==> config.mk <==
export PLATFORM = sky130hd
export DESIGN_NAME = mux_n_scan
export DESIGN_NICKNAME = d
export VERILOG_FILES = /design/src/rtl/mux_n_scan.sv
export SDC_FILE = /design/constraint.sdc
export NUM_CORES = 1
export LEC_CHECK = 0
export ABC_AREA = 1
export BUFFER_PORTS_ARGS = -buffer_cell sky130_fd_sc_hd__buf_2
export CORE_MARGIN = 3
export CORE_UTILIZATION = 25
export CTS_BUF_LIST = sky130_fd_sc_hd__clkbuf_4
export CTS_CLUSTER_SIZE = 20
export DETAILED_ROUTE_END_ITERATION = 7
export RECOVER_POWER = 100
export SETUP_SLACK_MARGIN = 0.1
export SYNTH_ARGS = -nofsm -noshare
export SYNTH_HDL_FRONTEND = slang
export SYNTH_SLANG_ARGS = --single-unit
export TNS_END_PERCENT = 50
==> constraint.sdc <==
create_clock -name clk -period 3 [get_ports clk]
set_input_delay 0 -clock clk [delete_from_list [all_inputs] [get_ports clk]]
set_output_delay 0 -clock clk [all_outputs]
set_load 0.03 [all_outputs]
==> src/rtl/mux_n_scan.sv <==
// Registered NCH-way, WIDTH-bit channel mux with manual select or dwell-timed scan.
// 1-cycle latency from sampled inputs; no backpressure, en gates every sample/advance.
module mux_n_scan #(
    parameter int WIDTH = 8,
    parameter int NCH   = 4,
    parameter int SELW  = 2,
    parameter int DWELL = 4
) (
    input  logic                 clk,
    input  logic                 reset,
    input  logic [NCH*WIDTH-1:0] in_bus,
    input  logic [SELW-1:0]      sel,
    input  logic                 mode,
    input  logic                 en,
    output logic [WIDTH-1:0]     out,
    output logic [SELW-1:0]      out_ch,
    output logic                 out_valid,
    output logic                 scan_wrap
);

    localparam int              DWW     = (DWELL > 1) ? $clog2(DWELL) : 1;
    localparam int              NSLOT   = 2 ** SELW;
    localparam logic [SELW:0]   NCH_W   = (SELW + 1)'(NCH);
    localparam logic [SELW-1:0] LAST_CH = SELW'(NCH - 1);
    localparam logic [DWW-1:0]  LAST_DW = DWW'(DWELL - 1);

    // Pad the channel table to the full select range so any sel indexes a real entry.
    logic [WIDTH-1:0] chan [NSLOT];

    for (genvar k = 0; k < NSLOT; k++) begin : g_chan
        if (k < NCH) begin : g_real
            assign chan[k] = in_bus[k*WIDTH +: WIDTH];
        end else begin : g_pad
            assign chan[k] = '0;
        end
    end

    logic [WIDTH-1:0] out_q, out_d;
    logic [SELW-1:0]  out_ch_q, out_ch_d;
    logic             out_valid_q, out_valid_d;
    logic             scan_wrap_q, scan_wrap_d;
    logic [SELW-1:0]  ch_q, ch_d;
    logic [DWW-1:0]   dw_q, dw_d;
    logic             mode_q, mode_d;

    logic             entry;
    logic [SELW-1:0]  eff_ch;
    logic [DWW-1:0]   eff_dw;

    always_comb begin
        out_d       = out_q;
        out_ch_d    = out_ch_q;
        out_valid_d = 1'b0;
        scan_wrap_d = 1'b0;
        ch_d        = ch_q;
        dw_d        = dw_q;
        mode_d      = mode;

        // A scan entry restarts at channel 0 only when it coincides with an enabled cycle.
        entry  = mode && !mode_q;
        eff_ch = entry ? '0 : ch_q;
        eff_dw = entry ? '0 : dw_q;

        if (en) begin
            if (!mode) begin
                out_ch_d = sel;
                if ({1'b0, sel} < NCH_W) begin
                    out_d       = chan[sel];
                    out_valid_d = 1'b1;
                end else begin
                    out_d = '0;
                end
            end else begin
                out_d       = chan[eff_ch];
                out_ch_d    = eff_ch;
                out_valid_d = 1'b1;
                if (eff_dw == LAST_DW) begin
                    dw_d = '0;
                    if (eff_ch == LAST_CH) begin
                        ch_d        = '0;
                        scan_wrap_d = 1'b1;
                    end else begin
                        ch_d = eff_ch + SELW'(1);
                    end
                end else begin
                    dw_d = eff_dw + DWW'(1);
                    ch_d = eff_ch;
                end
            end
        end
    end

    always_ff @(posedge clk) begin
        if (reset) begin
            out_q       <= '0;
            out_ch_q    <= '0;
            out_valid_q <= 1'b0;
            scan_wrap_q <= 1'b0;
            ch_q        <= '0;
            dw_q        <= '0;
            mode_q      <= 1'b0;
        end else begin
            out_q       <= out_d;
            out_ch_q    <= out_ch_d;
            out_valid_q <= out_valid_d;
            scan_wrap_q <= scan_wrap_d;
            ch_q        <= ch_d;
            dw_q        <= dw_d;
            mode_q      <= mode_d;
        end
    end

    assign out       = out_q;
    assign out_ch    = out_ch_q;
    assign out_valid = out_valid_q;
    assign scan_wrap = scan_wrap_q;

endmodule
==> flow_summary.yaml, run 1 <==
detailed_routing:
  vias_per_cell: 4.71
  postRouteWirelength_um: 4860
  dr_total_vias: 1744
  postRouteAntennaNets: 0
  initialDrtViolationCount: 149
  drt_drc_violations_left: 0
  drt_pre_antenna_iters: 4
  average_detailed_routed_wire_length_per_instance_um: 13.1
cells_and_area:
  layout.cell_area.non_filler_mm2: 0.00176
  antennaDiodeCount: 0
  synthToLayoutAreaGrowth_pct: 10.4
  final_cell_mix: "99 x sky130_fd_sc_hd__nand2_1, 35 x sky130_fd_sc_hd__nand3_1, 35 x sky130_fd_sc_hd__buf_2, 34 x sky130_fd_sc_hd__inv_1, 17 x sky130_fd_sc_hd__dfxtp_1"
  final-seq-area_um2: 340
  finish.net_count: 335
  multi_input_area_um2: 921
  drive_above_1_share: 0.183
  layout.cells.most_common: "sky130_fd_sc_hd__nand2_1"
  fillerInstances: 700
  fin_util: 0.290
clock_network:
  numClockSinks: 17
  cts.repair.resized: 0
  number_of_buffers_inserted_during_clock_tree_synthesis: 3
  tritoncts: "built"
  cts-root-buf: "sky130_fd_sc_hd__clkbuf_4"
  clock_path_buffers: 2
  postCtsSetupRepairBufs: 0
  postCtsHoldBufs: 0
  worstSkewPairLatency_ps: 290
  cts_max_level: 1
  clkSlewWorstSetupHoldPaths_ps: 100
synthesis:
  top_cells_by_area_in_the_synthesized_netlist: "sky130_fd_sc_hd__nand2_1 23%, sky130_fd_sc_hd__dfxtp_1 21%, sky130_fd_sc_hd__nand3_1 11%"
  synth_net_count: 297
  netlist.area_leader.share: 0.226
  netlist-cell-type-count: 29
  synth_cells: 258
  synth_warnings: 0
  synth.avg_cell_area_um2: 6.18
  synth.cell_area_mm2: 0.00159
  synth_seq_cells: 17
  synth_sequential_area_ratio: 0.214
  post-synth-top-area-cell: "sky130_fd_sc_hd__nand2_1"
floorplanning:
  die_x_extent_um: 85.9
  floorplan.rows: 28
  die_h_um: 85.9
  floorplan.io_pins: 50
  coreArea_mm2: 0.00606
  die_outline_area_mm2: 0.00737
  floorplan.initialDensity: 0.263
worst_setup_path:
  reg2reg_setup_slack_ps: 1030
  worst_r2r_endpoint: "ch_q[1]"
  timing.critical_path.slowest_cell_delay_ps: 500
  cp-startpoint: "mode_q"
  worst-setup-path-type: "reg2reg"
  reg2reg_depth: 9
  cp_data_arrival_time_ps: 2200
  endpoint: "ch_q[1]"
  worst-path-max-fanout: 22
  critical_path.cell_chain: "clkinvlp_2, nand2_8, inv_1, nor2_1, ha_1, nand3_1, o21bai_2, nand2_1, a31oi_1"
  regToRegStartpoint: "mode_q"
  timing.critical_path.slowest_stage_cell: "sky130_fd_sc_hd__dfxtp_1"
  cp_data_required_time_ps: 3220
  worstSetupEndpointType: "flip-flop"
  startpoint_type: "flip-flop"
global_route:
  groute.layer.met3.usage: 0.0250
  grt-ovfl-total: 0
  grt_pass1_wl_um: 8170
  antenna_violations_before_repair: 0
  gr-usage-all-layers: 0.136
  grt_pass1_vias: 1739
  groute.layer.met2.usage: 0.239
  layer_with_the_highest_usage_after_global_routing: "met2"
  global_route.usage.met1: 0.171
  pin_count_of_the_biggest_net_entering_global_routing: 23
hold_path:
  min_path_type: "in2reg"
  worst_hold_path_cells: 2
timing:
  finalClockSkew_ps: 3.95
  max_slew.worst_pin.slew_ps: 934
  final_hold_viol_count: 0
  grt_setup_unrepaired: "false"
  slew_headroom: 0.377
  setup-tns-final_ps: 0
  highest_achievable_clock_rate_mhz: 507
  slew_viol_final: 0
  setup_violators_final: 0
  final_period_minus_worst_setup_slack_ps: 1970
  hold_ws_ps: 43.8
  finalCritPeriodShare: 0.658
power:
  power.net_switching_w: 0.000199
  static_leakage_power_nw: 0.934
  p_sw_frac: 0.356
  power.ir.vdd_worst_uv: 275
  seq_power_share: 0.444
  finalPower_w: 0.000558
  power_density_mw_per_mm2: 317
  power.share.combinational: 0.317
  clockPowerShare: 0.239
  power_report.internal_total_w: 0.000359
place:
  dp.final_hpwl_um: 3680
  gp_routability_congestion: 0.825
  port-buffer-count: 49
  total_placed_instance_area_mm2: 0.00180
run:
  drv_cap: 0
status:
  result_of_the_run: "finished, final reports clean"
[power by group through the flow]
stage	Combinational [W]	Clock, W	Sequential, W
2_1_floorplan	0.000116	0	0.000274
3_3_place_gp	0.000187	0	0.000252
3_5_place_dp	0.000188	0	0.000253
4_1_cts	0.000189	0.000137	0.000248
5_1_grt	0.000200	0.000147	0.000249
6_report	0.000177	0.000133	0.000247
[sequential cells by signal, summed over array words and instances (netlist names)]
name	flops
out_valid	1
dw_q	2
ch_q	2
out	8
mode_q	1
scan_wrap	1
out_ch	2
[final cells by class]
| type | count | area share |
|---|---|---|
| multi-input cells | 188 | 0.523 |
| flip-flops and latches | 17 | 0.193 |
| inverters | 36 | 0.0789 |
| well taps | 75 | 0.0533 |
| clock buffers | 4 | 0.0171 |
| repair buffers | 50 | 0.134 |
[worst min path at each step]
| stage | from | end |
|---|---|---|
| after global routing | reset | out[7] |
| after detailed placement | reset | out[2] |
| final | reset | out[3] |
| after floorplan | reset | scan_wrap |
| after CTS | reset | out_valid |
| after global placement | reset | out_valid |
[routing by layer]
layer / vias up / wire, um
met5: - / 0
met4: 0 / 48
met3: 4 / 217
met2: 43 / 2350
met1: 803 / 2240
li1: 894 / -
[critical path, delay by kind of cell, from the launching register on]
kind,cells,cell delay (ps)
and+or+nand+nor,4,580
AOI/OAI and AO/OA,2,280
DFF,1,500
adders and majority gates,1,190
buffers and inverters,2,360
[per-stage QoR]
stage,cells,worst slack [ps]
6_report,370,1030
5_1_grt,370,809
3_3_place_gp,366,1390
3_5_place_dp,366,1290
2_1_floorplan,258,1540
4_1_cts,370,1260
[synth_stat cells]
cell,count
sky130_fd_sc_hd__buf_12,2
sky130_fd_sc_hd__buf_2,6
sky130_fd_sc_hd__o21ai_0,3
sky130_fd_sc_hd__a21oi_2,8
sky130_fd_sc_hd__nand3_1,34
sky130_fd_sc_hd__nand3_4,1
sky130_fd_sc_hd__nand3b_1,8
sky130_fd_sc_hd__buf_1,1
sky130_fd_sc_hd__o21ai_1,3
sky130_fd_sc_hd__ha_1,1
sky130_fd_sc_hd__inv_4,1
sky130_fd_sc_hd__a31oi_1,1
sky130_fd_sc_hd__o211ai_1,2
sky130_fd_sc_hd__nand3_2,7
sky130_fd_sc_hd__o21bai_2,1
sky130_fd_sc_hd__a21oi_1,5
sky130_fd_sc_hd__nand2_1,96
sky130_fd_sc_hd__nor4_2,1
sky130_fd_sc_hd__dfxtp_1,17
sky130_fd_sc_hd__clkbuf_1,1
sky130_fd_sc_hd__buf_4,2
sky130_fd_sc_hd__nor2_1,6
sky130_fd_sc_hd__nand2_8,1
sky130_fd_sc_hd__nand2_2,3
sky130_fd_sc_hd__nand4_1,7
sky130_fd_sc_hd__inv_6,1
sky130_fd_sc_hd__inv_1,34
sky130_fd_sc_hd__buf_6,4
sky130_fd_sc_hd__clkbuf_4,1
[cell families after synthesis]
group / Yosys count / synth area share
AND/OR/NAND/NOR: 164 / 0.499
buffers and inverters: 53 / 0.181
AO/OA/AOI/OAI: 23 / 0.0989
flip-flops: 17 / 0.214
adder cells (fa/ha/maj): 1 / 0.00785
(Power assumes the default switching activity.)
==> inputs of run 2 (changes only) <==
==> constraint.sdc (replaced) <==
create_clock -name clk -period 1.7 [get_ports clk]
set_input_delay 0 -clock clk [delete_from_list [all_inputs] [get_ports clk]]
set_output_delay 0 -clock clk [all_outputs]
set_load 0.03 [all_outputs]
==> flow_summary.yaml, run 2 (synthesis results as in run 1) <==
timing:
  grt_setup_unrepaired: "false"
  final_period_minus_worst_setup_slack_ps: 1460
  finalClockSkew_ps: 14.8
  setup_violators_final: 0
  post-route-worst-setup-slack_ps: 236
  slew_viol_final: 0
  final_hold_viol_count: 0
  setup-tns-final_ps: 0
  max_slew.worst_pin.slew_ps: 616
  finalCritPeriodShare: 0.861
  slew_headroom: 0.589
  highest_achievable_clock_rate_mhz: 683
clock_network:
  clock_path_buffers: 2
  tritoncts: "built"
  cts-root-buf: "sky130_fd_sc_hd__clkbuf_4"
  cts_max_level: 1
  numClockSinks: 17
  postCtsHoldBufs: 0
  clkSlewWorstSetupHoldPaths_ps: 110
  number_of_buffers_inserted_during_clock_tree_synthesis: 3
  postCtsSetupRepairBufs: 0
  worstSkewPairLatency_ps: 300
hold_path:
  min_path_type: "in2reg"
  worst_hold_path_cells: 2
place:
  gp_routability_congestion: 0.810
  dp.final_hpwl_um: 3640
  port-buffer-count: 49
  placement.setup.worst_slack_ps: 269
  numPlacedInstances: 370
worst_setup_path:
  timing.critical_path.slowest_cell_delay_ps: 560
  worst-setup-path-type: "reg2reg"
  reg2reg_depth: 6
  timing.critical_path.slowest_stage_cell: "sky130_fd_sc_hd__dfxtp_1"
  worstSetupEndpointType: "flip-flop"
  critical_path.cell_chain: "nand2_1, nand2_1, nand3_1, nand2_1, nand2_1, a21oi_1"
  path_buf_inv: 0
  worst-path-max-fanout: 9
  startpoint_type: "flip-flop"
  path_depth: 6
  critical_path.top_delay_family: "simple AND/OR/NAND/NOR gates"
  cp_dominant_cell_by_count: "sky130_fd_sc_hd__nand2_1"
  cp_data_arrival_time_ps: 1680
  cp_data_required_time_ps: 1910
detailed_routing:
  postRouteAntennaNets: 0
  drt_pre_antenna_iters: 4
  drt_drc_violations_left: 0
  average_detailed_routed_wire_length_per_instance_um: 12.7
  initialDrtViolationCount: 148
  dr_total_vias: 1728
  postRouteWirelength_um: 4750
  vias_per_cell: 4.62
cells_and_area:
  synthToLayoutAreaGrowth_pct: 12.2
  fillerInstances: 689
  finish.net_count: 339
  final_cell_mix: "97 x sky130_fd_sc_hd__nand2_1, 35 x sky130_fd_sc_hd__buf_2, 34 x sky130_fd_sc_hd__inv_1, 34 x sky130_fd_sc_hd__nand3_1, 16 x sky130_fd_sc_hd__dfxtp_1"
  multi_input_area_um2: 922
  final-seq-area_um2: 342
  antennaDiodeCount: 0
  layout.cells.most_common: "sky130_fd_sc_hd__nand2_1"
  finished_layout_cells: 374
  drive_above_1_share: 0.197
  largest_register_ff_count: 8
floorplanning:
  floorplan.initialDensity: 0.263
  coreArea_mm2: 0.00606
  die_x_extent_um: 85.9
  die_h_um: 85.9
  floorplan.rows: 28
  die_outline_area_mm2: 0.00737
  floorplan.io_pins: 50
power:
  power_density_mw_per_mm2: 541
  clockPowerShare: 0.224
  seq_power_share: 0.450
  static_leakage_power_nw: 0.955
  power.ir.vdd_worst_uv: 555
  power_report.internal_total_w: 0.000617
  p_sw_frac: 0.362
  power.share.combinational: 0.326
  power.net_switching_w: 0.000351
global_route:
  gr-usage-all-layers: 0.131
  pin_count_of_the_biggest_net_entering_global_routing: 19
  grt_pass1_wl_um: 7860
  antenna_violations_before_repair: 0
  grt_pass1_vias: 1629
  grt-ovfl-total: 0
status:
  result_of_the_run: "finished, final reports clean"
run:
  drv_cap: 0
## run 2: cell count changes in the layout (fill, tap and decap cells not counted), sizes merged
cell,change
inv,+1
clkinvlp,-1
buf,+3
clkinv,+1
## run 2: path summary, 6_finish.rpt
check	from	endpoint	slack, ps
max reg2reg	ch_q[0]	out[2]	240
min	reset	out[1]	20
max	ch_q[0]	out[2]	240
min reg2reg	out[0]	out[0]	470
## run 2: worst reg2reg max path: cells and delay by family, from the launching register on
kind	cells	cell delay [ps]
AOI/OAI and AO/OA	1	140
DFF	1	560
and+or+nand+nor	5	680
## run 2: per-layer routing
| metal | GRT usage | vias up | routed length [um] |
|---|---|---|---|
| met3 | 0.0279 | 6 | 313 |
| met2 | 0.220 | 40 | 2270 |
| met5 | 0 | - | 0 |
| li1 | - | 901 | - |
| met4 | 0.0187 | 0 | 58 |
| met1 | 0.177 | 781 | 2110 |
## run 2: area by class of cell
cell class | count | area share
Sequential cell | 17 | 0.191
Clock inverter | 1 | 0.00280
Multi-Input combinational cell | 188 | 0.515
Timing Repair Buffer | 54 | 0.146
Inverter | 36 | 0.0797
Tap cell | 75 | 0.0524
Clock buffer | 3 | 0.0126
## run 2: repair_timing
item                                   CTS  global route
endpoints found under the hold margin    0             0
setup endpoints to repair                0             1
gates resized for setup                  0             1
## run 2: stage by stage
stage / cell area, um2 / util / total power, W / hold slack [ps]
floorplan: 1590 / - / 0.000688 / 70.6
global placement: 1830 / 0.301 / 0.000780 / 372
detailed placement: 1830 / 0.301 / 0.000783 / 373
CTS: 1850 / 0.306 / 0.000999 / 62.7
global route: 1790 / 0.295 / 0.00105 / 32.0
finish: 1790 / 0.295 / 0.000968 / 24.4
## run 2: power by group through the flow
stage / Sequential (W) / Combinational [W] / Clock [W]
CTS: 0.000435 / 0.000341 / 0.000224
global placement: 0.000444 / 0.000337 / 0
finish: 0.000435 / 0.000316 / 0.000217
detailed placement: 0.000444 / 0.000339 / 0
floorplan: 0.000483 / 0.000205 / 0
global route: 0.000439 / 0.000359 / 0.000248
==> inputs of run 3 (changes only) <==
==> constraint.sdc (replaced) <==
create_clock -name clk -period 1.7 [get_ports clk]
set_input_delay 0.17 -clock clk [delete_from_list [all_inputs] [get_ports clk]]
set_output_delay 0.17 -clock clk [all_outputs]
set_load 0.03 [all_outputs]
==> flow_summary.yaml, run 3 (synthesis results as in run 1) <==
global_route:
  antenna_violations_before_repair: 0
  grt-ovfl-total: 0
  pin_count_of_the_biggest_net_entering_global_routing: 19
  gr-usage-all-layers: 0.134
  grt_pass1_wl_um: 7840
  grt_pass1_vias: 1578
place:
  port-buffer-count: 49
  gp_routability_congestion: 0.890
  total_placed_instance_area_mm2: 0.00183
  dp.final_hpwl_um: 3750
worst_setup_path:
  cp_data_arrival_time_ps: 1670
  cp_data_required_time_ps: 1890
  regToRegStartpoint: "mode_q"
  timing.critical_path.slowest_cell_delay_ps: 410
  path_buf_inv: 2
  worst-setup-path-type: "reg2reg"
  reg2reg_setup_slack_ps: 220
  critical_path.top_delay_family: "simple AND/OR/NAND/NOR gates"
  worst_r2r_endpoint: "scan_wrap"
  critical_path.cell_chain: "inv_6, nand2_8, inv_1, nor2_1, ha_1, nand3_4, nor4_1"
  worstSetupEndpointType: "flip-flop"
  startpoint_type: "flip-flop"
  timing.critical_path.slowest_stage_cell: "sky130_fd_sc_hd__dfxtp_1"
  worst-path-max-fanout: 13
  reg2reg_depth: 7
timing:
  final_period_minus_worst_setup_slack_ps: 1480
  highest_achievable_clock_rate_mhz: 675
  setup_violators_final: 0
  hold_ws_ps: 183
  finalClockSkew_ps: 12.4
  max_slew.worst_pin.slew_ps: 654
  final_hold_viol_count: 0
  grt_setup_unrepaired: "false"
  slew_headroom: 0.564
  finalCritPeriodShare: 0.871
  setup-tns-final_ps: 0
  slew_viol_final: 0
clock_network:
  number_of_buffers_inserted_during_clock_tree_synthesis: 3
  postCtsHoldBufs: 0
  cts_max_level: 1
  clock_path_buffers: 2
  numClockSinks: 17
  postCtsSetupRepairBufs: 0
  cts-root-buf: "sky130_fd_sc_hd__clkbuf_4"
  worstSkewPairLatency_ps: 300
  clkSlewWorstSetupHoldPaths_ps: 110
  tritoncts: "built"
floorplanning:
  floorplan.rows: 28
  coreArea_mm2: 0.00606
  die_x_extent_um: 85.9
  floorplan.initialDensity: 0.263
  die_h_um: 85.9
  die_outline_area_mm2: 0.00737
  floorplan.io_pins: 50
detailed_routing:
  vias_per_cell: 4.53
  initialDrtViolationCount: 122
  postRouteWirelength_um: 4880
  drt_pre_antenna_iters: 4
  drt_drc_violations_left: 0
  dr_total_vias: 1699
  postRouteAntennaNets: 0
  average_detailed_routed_wire_length_per_instance_um: 13.0
power:
  power_density_mw_per_mm2: 543
  p_sw_frac: 0.370
  power.ir.vdd_worst_uv: 291
  seq_power_share: 0.443
  clockPowerShare: 0.230
  static_leakage_power_nw: 0.967
  power.net_switching_w: 0.000364
  power.share.combinational: 0.328
  power_report.internal_total_w: 0.000620
  finalPower_w: 0.000984
cells_and_area:
  layout.cells.most_common: "sky130_fd_sc_hd__nand2_1"
  finish.net_count: 340
  layout.cell_area.non_filler_mm2: 0.00181
  final_cell_mix: "97 x sky130_fd_sc_hd__nand2_1, 36 x sky130_fd_sc_hd__buf_2, 34 x sky130_fd_sc_hd__inv_1, 34 x sky130_fd_sc_hd__nand3_1, 17 x sky130_fd_sc_hd__dfxtp_1"
  synthToLayoutAreaGrowth_pct: 13.7
  drive_above_1_share: 0.207
  fin_util: 0.299
  largest_register_ff_count: 8
  antennaDiodeCount: 0
run:
  drv_cap: 0
hold_path:
  min_from: "reset"
  worst_hold_path_cells: 2
  whs_endpoint: "out[2]"
  min_path_type: "in2reg"
status:
  result_of_the_run: "finished, final reports clean"
==> run 3: routing by layer <==
| layer | vias up | wire length, um | global-route usage |
|---|---|---|---|
| met5 | - | 0 | 0 |
| met4 | 0 | 68 | 0.0331 |
| met3 | 8 | 286 | 0.0307 |
| met2 | 45 | 2350 | 0.227 |
| met1 | 742 | 2170 | 0.173 |
| li1 | 904 | - | - |
==> run 3: worst reg2reg max path, stage by stage, from the launching register on <==
cell and delay [ps]:
sky130_fd_sc_hd__dfxtp_1 410, sky130_fd_sc_hd__inv_6 50, sky130_fd_sc_hd__nand2_8 100, sky130_fd_sc_hd__inv_1 70, sky130_fd_sc_hd__nor2_1 150, sky130_fd_sc_hd__ha_1 240
sky130_fd_sc_hd__nand3_4 110, sky130_fd_sc_hd__nor4_1 240
==> run 3: layout make-up <==
cell class | count | area [um2]
clock buffer | 3 | 22.5
clock inverter | 1 | 5.00
fill | 702 | 4250
inverter | 36 | 143
multi-input combinational | 188 | 935
sequential | 17 | 340
tap | 75 | 93.8
timing repair buffer | 55 | 274
==> run 3: worst max path at each step <==
stage            from         to  slack (ps)  cells after the start
2_1_floorplan  mode_q    ch_q[1]         240                     11
4_1_cts        mode_q    ch_q[1]         220                      9
6_report       mode_q  scan_wrap         220                      7
5_1_grt        mode_q    ch_q[1]          80                      9
3_3_place_gp     mode    ch_q[1]         250                      9
3_5_place_dp     mode    ch_q[1]         200                      9
==> run 3: per-stage QoR <==
stage          setup WS [ps]  std cells
6_report                 219        375
4_1_cts                  218        375
5_1_grt                 80.3        375
3_3_place_gp             247        371
3_5_place_dp             203        371
2_1_floorplan            244        258
==> run 3: power by group through the flow <==
stage                     logic [W]  clock network [W]  registers (W)
after detailed placement   0.000339                  0       0.000445
after global placement     0.000337                  0       0.000444
after floorplan            0.000205                  0       0.000483
after CTS                  0.000341           0.000228       0.000436
final                      0.000322           0.000226       0.000436
after global routing       0.000362           0.000258       0.000439
==> run 3: timing repair <==
action | CTS | global route
resized for setup | 0 | 1
setup endpoints to repair | 0 | 1
endpoints found under the hold margin | 0 | 0
